[config.mk]
export PLATFORM = sky130hd
export DESIGN_NAME = regfile_wr_arbiter_flat
export DESIGN_NICKNAME = d
export VERILOG_FILES = /design/src/rtl/regfile_wr_arbiter_if.sv /design/src/rtl/regfile_wr_arbiter.sv /design/src/flat_wrapper.sv
export SDC_FILE = /design/constraint.sdc
export NUM_CORES = 1
export LEC_CHECK = 0
export CORE_AREA = 8 8 130 162
export DETAILED_ROUTE_END_ITERATION = 8
export DIE_AREA = 0 0 138 170
export PLACE_DENSITY = 0.84
export SLEW_MARGIN = 5
export SYNTH_ARGS = -nofsm -noshare
export SYNTH_HDL_FRONTEND = slang
export SYNTH_SLANG_ARGS = --single-unit
export TNS_END_PERCENT = 20
[constraint.sdc]
create_clock -name clock -period 6.95 [get_ports clock]
set_clock_uncertainty 0.05 [all_clocks]
set_input_delay 1.39 -clock clock [delete_from_list [all_inputs] [get_ports clock]]
set_output_delay 1.39 -clock clock [all_outputs]
set_load 0.02 [all_outputs]
[src/rtl/regfile_wr_arbiter_if.sv]
// regfile_wr_arbiter_if: bundles the processor writeback, host request and
// regfile write-port signals of the register-file write arbiter.
// The master modport is the requester/regfile side and the slave modport is
// the arbiter itself.
interface regfile_wr_arbiter_if #(
  parameter int DEPTH = 4
) ();
  localparam int CW = $clog2(DEPTH + 1);

  logic          proc_we;
  logic [4:0]    proc_reg;
  logic [31:0]   proc_data;
  logic          proc_stall;
  logic          host_valid;
  logic [4:0]    host_reg;
  logic [31:0]   host_data;
  logic          host_ready;
  logic          ctrl_writeEnable;
  logic [4:0]    ctrl_writeReg;
  logic [31:0]   data_writeReg;
  logic [CW-1:0] fifo_count;
  logic          wr_err;

  modport master (
    output proc_we, proc_reg, proc_data, host_valid, host_reg, host_data,
    input  proc_stall, host_ready, ctrl_writeEnable, ctrl_writeReg,
           data_writeReg, fifo_count, wr_err
  );

  modport slave (
    input  proc_we, proc_reg, proc_data, host_valid, host_reg, host_data,
    output proc_stall, host_ready, ctrl_writeEnable, ctrl_writeReg,
           data_writeReg, fifo_count, wr_err
  );
endinterface

[src/rtl/regfile_wr_arbiter.sv]
// regfile_wr_arbiter: shares the regfile write port between processor
// writeback (priority) and a FIFO-buffered host requester. An aging counter
// on the FIFO head forces a one-cycle processor stall so host writes cannot
// starve. Write controls to the regfile are driven from flops.
// Optional feature macro: REGFILE_WR_PROTECT_EN -- writes to registers whose
// bit is set in PROT_MASK are consumed but suppressed and set sticky wr_err.
module regfile_wr_arbiter #(
  parameter int          DEPTH     = 4,
  parameter int          MAX_WAIT  = 8,
  parameter logic [31:0] PROT_MASK = 32'h00F0_003F
) (
  input logic                 clock,
  input logic                 ctrl_reset,
  regfile_wr_arbiter_if.slave bus
);
  localparam int             PW      = $clog2(DEPTH);
  localparam int             CW      = $clog2(DEPTH + 1);
  localparam logic [CW-1:0]  DEPTH_C = CW'(DEPTH);
  localparam logic [7:0]     MAX_AGE = 8'(MAX_WAIT);

  // Register 0 is never written; with protection the mask adds more targets.
`ifdef REGFILE_WR_PROTECT_EN
  localparam logic [31:0] SUPPRESS_MASK = PROT_MASK | 32'h0000_0001;
`else
  localparam logic [31:0] SUPPRESS_MASK = (PROT_MASK & 32'h0000_0000) | 32'h0000_0001;
`endif

  // Host FIFO storage and pointers
  logic [4:0]    mem_reg_q  [DEPTH];
  logic [4:0]    mem_reg_d  [DEPTH];
  logic [31:0]   mem_data_q [DEPTH];
  logic [31:0]   mem_data_d [DEPTH];
  logic [PW-1:0] wr_ptr_q, wr_ptr_d;
  logic [PW-1:0] rd_ptr_q, rd_ptr_d;
  logic [CW-1:0] count_q, count_d;
  logic [7:0]    age_q, age_d;

  // Registered regfile write port and sticky error
  logic          we_q, we_d;
  logic [4:0]    wreg_q, wreg_d;
  logic [31:0]   wdata_q, wdata_d;
  logic          err_q, err_d;

  // Arbitration results
  logic          force_s;
  logic          host_ready_s;
  logic          push_s;
  logic          pop_s;
  logic          grant_s;
  logic          suppress_s;
  logic [4:0]    gnt_reg_s;
  logic [31:0]   gnt_data_s;
  logic [31:0]   supp_mask_s;

  assign supp_mask_s  = SUPPRESS_MASK;
  // Both depend on flops only, so the requesters see no input-to-output path.
  assign force_s      = (age_q == MAX_AGE) && (count_q != '0);
  assign host_ready_s = (count_q < DEPTH_C);
  assign push_s       = bus.host_valid && host_ready_s;

  // Priority arbitration: forced host grant, then processor, then host.
  always_comb begin
    pop_s      = 1'b0;
    grant_s    = 1'b0;
    gnt_reg_s  = bus.proc_reg;
    gnt_data_s = bus.proc_data;
    if (force_s) begin
      pop_s      = 1'b1;
      grant_s    = 1'b1;
      gnt_reg_s  = mem_reg_q[rd_ptr_q];
      gnt_data_s = mem_data_q[rd_ptr_q];
    end else if (bus.proc_we) begin
      grant_s    = 1'b1;
    end else if (count_q != '0) begin
      pop_s      = 1'b1;
      grant_s    = 1'b1;
      gnt_reg_s  = mem_reg_q[rd_ptr_q];
      gnt_data_s = mem_data_q[rd_ptr_q];
    end else begin
      grant_s    = 1'b0;
    end
    suppress_s = supp_mask_s[gnt_reg_s];
  end

  // FIFO next state: write on push, advance read pointer on pop, track count.
  always_comb begin
    mem_reg_d  = mem_reg_q;
    mem_data_d = mem_data_q;
    wr_ptr_d   = wr_ptr_q;
    rd_ptr_d   = rd_ptr_q;
    count_d    = count_q;
    if (push_s) begin
      mem_reg_d[wr_ptr_q]  = bus.host_reg;
      mem_data_d[wr_ptr_q] = bus.host_data;
      wr_ptr_d             = wr_ptr_q + PW'(1);
    end else begin
      wr_ptr_d             = wr_ptr_q;
    end
    if (pop_s) begin
      rd_ptr_d = rd_ptr_q + PW'(1);
    end else begin
      rd_ptr_d = rd_ptr_q;
    end
    case ({push_s, pop_s})
      2'b10:   count_d = count_q + CW'(1);
      2'b01:   count_d = count_q - CW'(1);
      default: count_d = count_q;
    endcase
  end

  // Head aging: restart for each new head, saturate at MAX_WAIT.
  always_comb begin
    age_d = age_q;
    if (pop_s || (count_q == '0)) begin
      age_d = 8'd0;
    end else if (age_q != MAX_AGE) begin
      age_d = age_q + 8'd1;
    end else begin
      age_d = age_q;
    end
  end

  // Output stage: pulse write enable on a real write, otherwise hold reg/data.
  always_comb begin
    we_d    = 1'b0;
    wreg_d  = wreg_q;
    wdata_d = wdata_q;
    if (grant_s && !suppress_s) begin
      we_d    = 1'b1;
      wreg_d  = gnt_reg_s;
      wdata_d = gnt_data_s;
    end else begin
      we_d    = 1'b0;
    end
`ifdef REGFILE_WR_PROTECT_EN
    err_d = err_q | (grant_s & PROT_MASK[gnt_reg_s]);
`else
    err_d = 1'b0;
`endif
  end

  // State registers with asynchronous flush of FIFO and output stage.
  always_ff @(posedge clock or posedge ctrl_reset) begin
    if (ctrl_reset) begin
      for (int i = 0; i < DEPTH; i++) begin
        mem_reg_q[i]  <= 5'd0;
        mem_data_q[i] <= 32'd0;
      end
      wr_ptr_q <= '0;
      rd_ptr_q <= '0;
      count_q  <= '0;
      age_q    <= 8'd0;
      we_q     <= 1'b0;
      wreg_q   <= 5'd0;
      wdata_q  <= 32'd0;
      err_q    <= 1'b0;
    end else begin
      mem_reg_q  <= mem_reg_d;
      mem_data_q <= mem_data_d;
      wr_ptr_q   <= wr_ptr_d;
      rd_ptr_q   <= rd_ptr_d;
      count_q    <= count_d;
      age_q      <= age_d;
      we_q       <= we_d;
      wreg_q     <= wreg_d;
      wdata_q    <= wdata_d;
      err_q      <= err_d;
    end
  end

  assign bus.proc_stall       = force_s;
  assign bus.host_ready       = host_ready_s;
  assign bus.ctrl_writeEnable = we_q;
  assign bus.ctrl_writeReg    = wreg_q;
  assign bus.data_writeReg    = wdata_q;
  assign bus.fifo_count       = count_q;
  assign bus.wr_err           = err_q;
endmodule

[src/flat_wrapper.sv]
// flat-port wrapper written by rule: the top's interface ports become plain ports
module regfile_wr_arbiter_flat 
#(
  parameter int          DEPTH     = 4,
  parameter int          MAX_WAIT  = 8,
  parameter logic [31:0] PROT_MASK = 32'h00F0_003F
)
  (clock, ctrl_reset, bus_proc_we, bus_proc_reg, bus_proc_data, bus_host_valid, bus_host_reg, bus_host_data, bus_proc_stall, bus_host_ready, bus_ctrl_writeEnable, bus_ctrl_writeReg, bus_data_writeReg, bus_fifo_count, bus_wr_err);
  regfile_wr_arbiter_if #(.DEPTH(DEPTH)) bus_i ();
  input logic clock;
  input logic ctrl_reset;
  input wire logic [$bits(bus_i.proc_we)-1:0] bus_proc_we;
  input wire logic [$bits(bus_i.proc_reg)-1:0] bus_proc_reg;
  input wire logic [$bits(bus_i.proc_data)-1:0] bus_proc_data;
  input wire logic [$bits(bus_i.host_valid)-1:0] bus_host_valid;
  input wire logic [$bits(bus_i.host_reg)-1:0] bus_host_reg;
  input wire logic [$bits(bus_i.host_data)-1:0] bus_host_data;
  output wire logic [$bits(bus_i.proc_stall)-1:0] bus_proc_stall;
  output wire logic [$bits(bus_i.host_ready)-1:0] bus_host_ready;
  output wire logic [$bits(bus_i.ctrl_writeEnable)-1:0] bus_ctrl_writeEnable;
  output wire logic [$bits(bus_i.ctrl_writeReg)-1:0] bus_ctrl_writeReg;
  output wire logic [$bits(bus_i.data_writeReg)-1:0] bus_data_writeReg;
  output wire logic [$bits(bus_i.fifo_count)-1:0] bus_fifo_count;
  output wire logic [$bits(bus_i.wr_err)-1:0] bus_wr_err;
  assign bus_i.proc_we = bus_proc_we;
  assign bus_i.proc_reg = bus_proc_reg;
  assign bus_i.proc_data = bus_proc_data;
  assign bus_i.host_valid = bus_host_valid;
  assign bus_i.host_reg = bus_host_reg;
  assign bus_i.host_data = bus_host_data;
  assign bus_proc_stall = bus_i.proc_stall;
  assign bus_host_ready = bus_i.host_ready;
  assign bus_ctrl_writeEnable = bus_i.ctrl_writeEnable;
  assign bus_ctrl_writeReg = bus_i.ctrl_writeReg;
  assign bus_data_writeReg = bus_i.data_writeReg;
  assign bus_fifo_count = bus_i.fifo_count;
  assign bus_wr_err = bus_i.wr_err;
  regfile_wr_arbiter #(.DEPTH(DEPTH), .MAX_WAIT(MAX_WAIT), .PROT_MASK(PROT_MASK)) u_core (.clock(clock), .ctrl_reset(ctrl_reset), .bus(bus_i));
endmodule
# Yosys cells after proc, flatten, opt, wreduce, memory -nomap -nowiden
# Memories as Yosys holds them, arrays and structs flattened.
# Cells that the tools add are included.
# totals
ff_bits	201
mem_bits_ro	32
input_bits	78
out_inout_bits	44
elab_cells	70
memories	1
# mem_list
name	depth	word_bits	rd	rd_clocked_by_memory_dff	wr	line	rtl
(name not given)	32	1	1	0	0	regfile_wr_arbiter.sv:82	suppress_s = supp_mask_s[gnt_reg_s];
# classes
add_sub_neg	5
n_lt_le_gt_ge	5
eq_ne	4
mux	28
bitwise	2
n_reduce_logical	10
# op_table
cell	count
$mux 32	6
$bwmux 128	1
$bmux 32 s2	1
$demux 32 s2	1
$mux 5	6
$bwmux 20	1
$mux 8	2
$bmux 5 s2	1
$demux 5 s2	1
$add 8x1->8 const B	1
$eq 8x4->1 const B	1
$ne 8x4->1 const B	1
$mux 1	7
$ge 3x3->1 const B	2
$lt 5x6->1 const B	1
$not 2->3	2
$pmux 3 s2	1
$add 2x1->2 const B	2
$logic_and 1x1->1	4
$reduce_bool 2->1	2
$add 3x1->3 const B	1
$logic_not 3->1	1
$lt 3x1->1 const B	1
$lt 3x3->1 const B	1
other kinds (6)	6

# Longest topological paths before layout
# depth
word_depth	12
ltp_mapped	13
ltp_nobuf	12

# Least setup slack after synthesis
# OpenSTA, ideal clock, no wires.
# synth_timing
path_kind	in2reg
start	input bus_proc_reg[3]
end	register u_core.wreg_q[4], in the netlist u_core.bus.ctrl_writeReg[4]
t_arrival_ps	2778
required_time_ps	6772
slack_ps	3994
stages	6
cell_sequence	or4_1 -> o21ai_0 -> a22o_2 -> buf_6 -> buf_12 -> mux2_1
# synth_between
elab_chain_len	7
# synth_lines
element	line	rtl
start: declaration	flat_wrapper.sv:13	input wire logic [$bits(bus_i.proc_reg)-1:0] bus_proc_reg;
$mux 5	regfile_wr_arbiter.sv:74	end else if (count_q != '0) begin
$mux 5 *	regfile_wr_arbiter.sv:72	end else if (bus.proc_we) begin
$mux 5 *	regfile_wr_arbiter.sv:67	if (force_s) begin
$mem_v2 32x1 *	n/a	
$mux 1 (not written as such) *	regfile_wr_arbiter.sv:82	
$logic_not 1->1 *	regfile_wr_arbiter.sv:128	if (grant_s && !suppress_s) begin
$logic_and 1x1->1 *	regfile_wr_arbiter.sv:128	
end signal: assignment	regfile_wr_arbiter.sv:165	wreg_q <= wreg_d;
end: declaration	regfile_wr_arbiter.sv:40	logic [4:0] wreg_q, wreg_d;
# Mark *: on every way between the ends. The rest lies on a longest branch, timed or not. The select of a mux whose other input is x is not followed.
# A chain may end at the register's enable or synchronous reset.

# Worst setup path after layout
# layout_timing
start	register u_core.rd_ptr_q[0]
end	register u_core.wdata_q[17], in the netlist u_core.bus.data_writeReg[17]
# layout_between
elab_chain_len	11
elab_cells_between_ends	17
classes_between	mux: 13; bitwise: 1; reduce/logical: 2; memory: 1
# layout_lines
element	line	rtl
start: declaration	regfile_wr_arbiter.sv:34	logic [PW-1:0] rd_ptr_q, rd_ptr_d;
start signal: assignment	regfile_wr_arbiter.sv:161	rd_ptr_q <= rd_ptr_d;
$not 2->3 (not written as such) *	n/a	
$bmux 5 s2	regfile_wr_arbiter.sv:70, regfile_wr_arbiter.sv:77	
$mux 5 (not written as such) (2 in a row)	regfile_wr_arbiter.sv:70, regfile_wr_arbiter.sv:77	
$mux 5	regfile_wr_arbiter.sv:74	
$mux 5	regfile_wr_arbiter.sv:72	
$mux 5	regfile_wr_arbiter.sv:67	
$mem_v2 32x1	n/a	
$mux 1 (not written as such)	regfile_wr_arbiter.sv:82	
$logic_not 1->1	regfile_wr_arbiter.sv:128	
$logic_and 1x1->1	regfile_wr_arbiter.sv:128	
end signal: assignment	regfile_wr_arbiter.sv:166	wdata_q <= wdata_d;
end: declaration	regfile_wr_arbiter.sv:41	logic [31:0] wdata_q, wdata_d;
# Marks and branches as above.

==> impl_metrics.json <==
{
  "slew_viol_final": 0,
  "regArea_um2": 5030,
  "grt_pass1_wl_um": 31700,
  "worstHoldPathType": "reg -> reg",
  "vias": 5124,
  "grtUsageMet2_pct": 30.3,
  "p_per_area_nw_per_um2": 477,
  "drt-initial-drc-count": 266,
  "num-nets-final": 767,
  "cts_root_buf": "clkbuf_16",
  "grt_pass1_vias": 6004,
  "detailed_place.area_um2": 10400,
  "clk_path_buf_depth": 3,
  "outcome": "complete, no violations",
  "p_leak_nw": 4.73,
  "final_common_cell": "mux2_2",
  "hpwlAfterDp_um": 12800,
  "h-tree-depth": 1,
  "clock_sinks": 201,
  "syn_nets": 650,
  "overflow": 0,
  "wire_per_inst_um": 21.0,
  "startpoint": "u_core.rd_ptr_q[0]$_DFFE_PP0N_",
  "drt_wl_total_um": 19500,
  "core_region_area_um2": 18500,
  "r2r_setup_slack_ns": 3.14,
  "ys_seq_area_share_pct": 55.4,
  "worstMarginPinSlew_ns": 1.12,
  "busiest_layer": "met2",
  "endpoint_kind": "register",
  "path_clk_slew_ns": 0.06,
  "ir_drop_mv": 0.267,
  "worst_hold_startpoint": "u_core.age_q[0]$_DFFE_PP0P_",
  "antenna_found_initial": 1,
  "globalplace.congestion": 0.690,
  "numCtsBuffers": 21,
  "layout_common_cells": "mux2_2 (202), dfrtp_1 (199), clkdlybuf4s50_1 (120), mux4_2 (34), clkbuf_16 (21)",
  "syn_area_per_cell_um2": 16.1,
  "cts-resized-gates": 0,
  "fp.dieW_um": 138,
  "worstPathRequired_ns": 7.27,
  "port_buffers": 120,
  "finalSetupViolations": 0,
  "use_met3_pct": 3.60,
  "post_cts_buffers": 0,
  "start_kind": "register",
  "yosysUniqueCellTypes": 33,
  "hold_buffers": 0,
  "n_fill_cell": 1410,
  "diodes": 0,
  "cap_violations": 0,
  "multi_input_area_um2": 3830,
  "finalCritPeriodShare_pct": 54.8,
  "ys_warn_count": 0,
  "clock.fmax_mhz": 263,
  "rsz0062_at_grt": "no",
  "drt_drc_violations_left": 0,
  "regToRegStartpoint": "u_core.rd_ptr_q[0]$_DFFE_PP0N_",
  "slew_headroom_pct": 25.1,
  "clock_latency_ns": 0.50,
  "critPathMaxFanout": 26,
  "cts_tree": "yes",
  "synth_area_um2": 9080,
  "ios": 122,
  "ys_ff_latch": 201,
  "avgViaCountPerCell": 5.52,
  "synth_cells": 564,
  "first_pass_iters": 4,
  "crit_arrival_ns": 4.13,
  "final_area_um2": 11100,
  "rows": 56,
  "finalHoldViolCount": 0,
  "finalPower_mw": 5.29,
  "antenna_left": 0,
  "grt_max_degree": 142,
  "finalCriticalPeriod_ns": 3.81,
  "drive_gt1_share_pct": 43.5,
  "track_usage_pct": 16.6,
  "die_h_um": 170,
  "met1_usage_pct": 18.9,
  "crit_type": "reg -> reg",
  "dieArea_um2": 23500,
  "syn_to_final_growth_pct": 22.2,
  "start_util_pct": 49.1,
  "setup_tns_ns": 0
}
-- metrics by stage --
stage	hold slack (ns)	utilization, %	setup WS (ns)	instances
2_1_floorplan	0.405	-	0.0276	564
3_3_place_gp	0.425	56.4	2.92	890
3_5_place_dp	0.437	56.4	2.82	890
4_1_cts	0.446	60.0	3.03	928
5_1_grt	0.458	60.0	2.86	928
6_report	0.446	60.0	3.14	928
-- sequential cells by signal (all words and copies together), names as in the netlist --
signal	flops
u_core.bus.ctrl_writeEnable	1
u_core.mem_reg_q	20
u_core.bus.fifo_count	3
u_core.mem_data_q	128
u_core.bus.data_writeReg	32
u_core.rd_ptr_q	2
u_core.wr_ptr_q	2
u_core.bus.ctrl_writeReg	5
u_core.age_q	8
-- critical path, stage by stage (launching register included) --
cell     delay (ns)
dfrtp_2        0.76
buf_4          0.53
mux4_1         0.69
nor4_2         0.28
a22o_2         0.44
buf_4          0.50
mux2_2         0.39
-- report_power, final --
group / internal [mW] / total, mW / switching [mW]
clock network: 0.609 / 1.06 / 0.448
logic: 1.31 / 2.15 / 0.845
registers: 1.75 / 2.08 / 0.330
total: 3.67 / 5.29 / 1.62
-- synthesized netlist by cell type, drive strengths merged --
cell type  instances  area, µm²
mux2             220       2540
dfrtp            201       5030
mux4              37        845
clkbuf            16       60.1
buf               14        120
inv               13       48.8
nand2             12       45.0
nor2              11       41.3
xnor2              8       70.1
ha                 7       87.6
xor2               4       35.0
o21ai              3       15.0
nand3              2       10.0
nor2b              2       12.5
nor3               2       10.0
a211oi             1       7.51
a21o               1       7.51
a221o              1       10.0
a22o               1       10.0
conb               1       3.75
fa                 1       20.0
nand3b             1       7.51
nand4              1       6.26
nor3b              1       7.51
nor4               1       12.5
nor4b              1       8.76
or4                1       7.51
-- final cells by class --
| class | instances | area share [%] |
|---|---|---|
| Clock buffer | 28 | 5.42 |
| Clock inverter | 10 | 0.507 |
| Inverter | 13 | 0.507 |
| Multi-Input combinational cell | 320 | 34.5 |
| Sequential cell | 201 | 45.3 |
| Tap cell | 232 | 2.62 |
| Timing Repair Buffer | 124 | 11.1 |
-- path summary, 6_finish.rpt --
kind | endpoint | cells after the start
worst min-delay path | u_core.age_q[0]$_DFFE_PP0P_ | 1
min in group asynchronous | u_core.bus.data_writeReg[10]$_DFFE_PP0P_ | 2
max in group asynchronous | u_core.mem_data_q[94]$_DFFE_PP0P_ | 3
worst max-delay path | u_core.bus.data_writeReg[17]$_DFFE_PP0P_ | 6
worst max register to register | u_core.bus.data_writeReg[17]$_DFFE_PP0P_ | 6
worst min register to register | u_core.age_q[0]$_DFFE_PP0P_ | 1
-- logic make-up (layout without fill, tap and decap cells) --
group,count (synthesis),count (layout),synth area share [%]
buffers and inverters,43,175,2.52
adder cells (fa/ha/maj),8,8,1.19
multiplexers,257,257,37.3
flip-flops,201,201,55.4
other,1,1,0.0413
AO/OA/AOI/OAI,7,7,0.551
XOR/XNOR,12,12,1.16
AND/OR/NAND/NOR,35,35,1.86
-- metal layers --
metal  up-vias  part of all wire [%]
met4         2                   2.2
li1       2295                     -
met1      2666                    40
met2       127                    53
met5         -                 0.041
met3        34                   5.2
(Power assumes the default switching activity.)
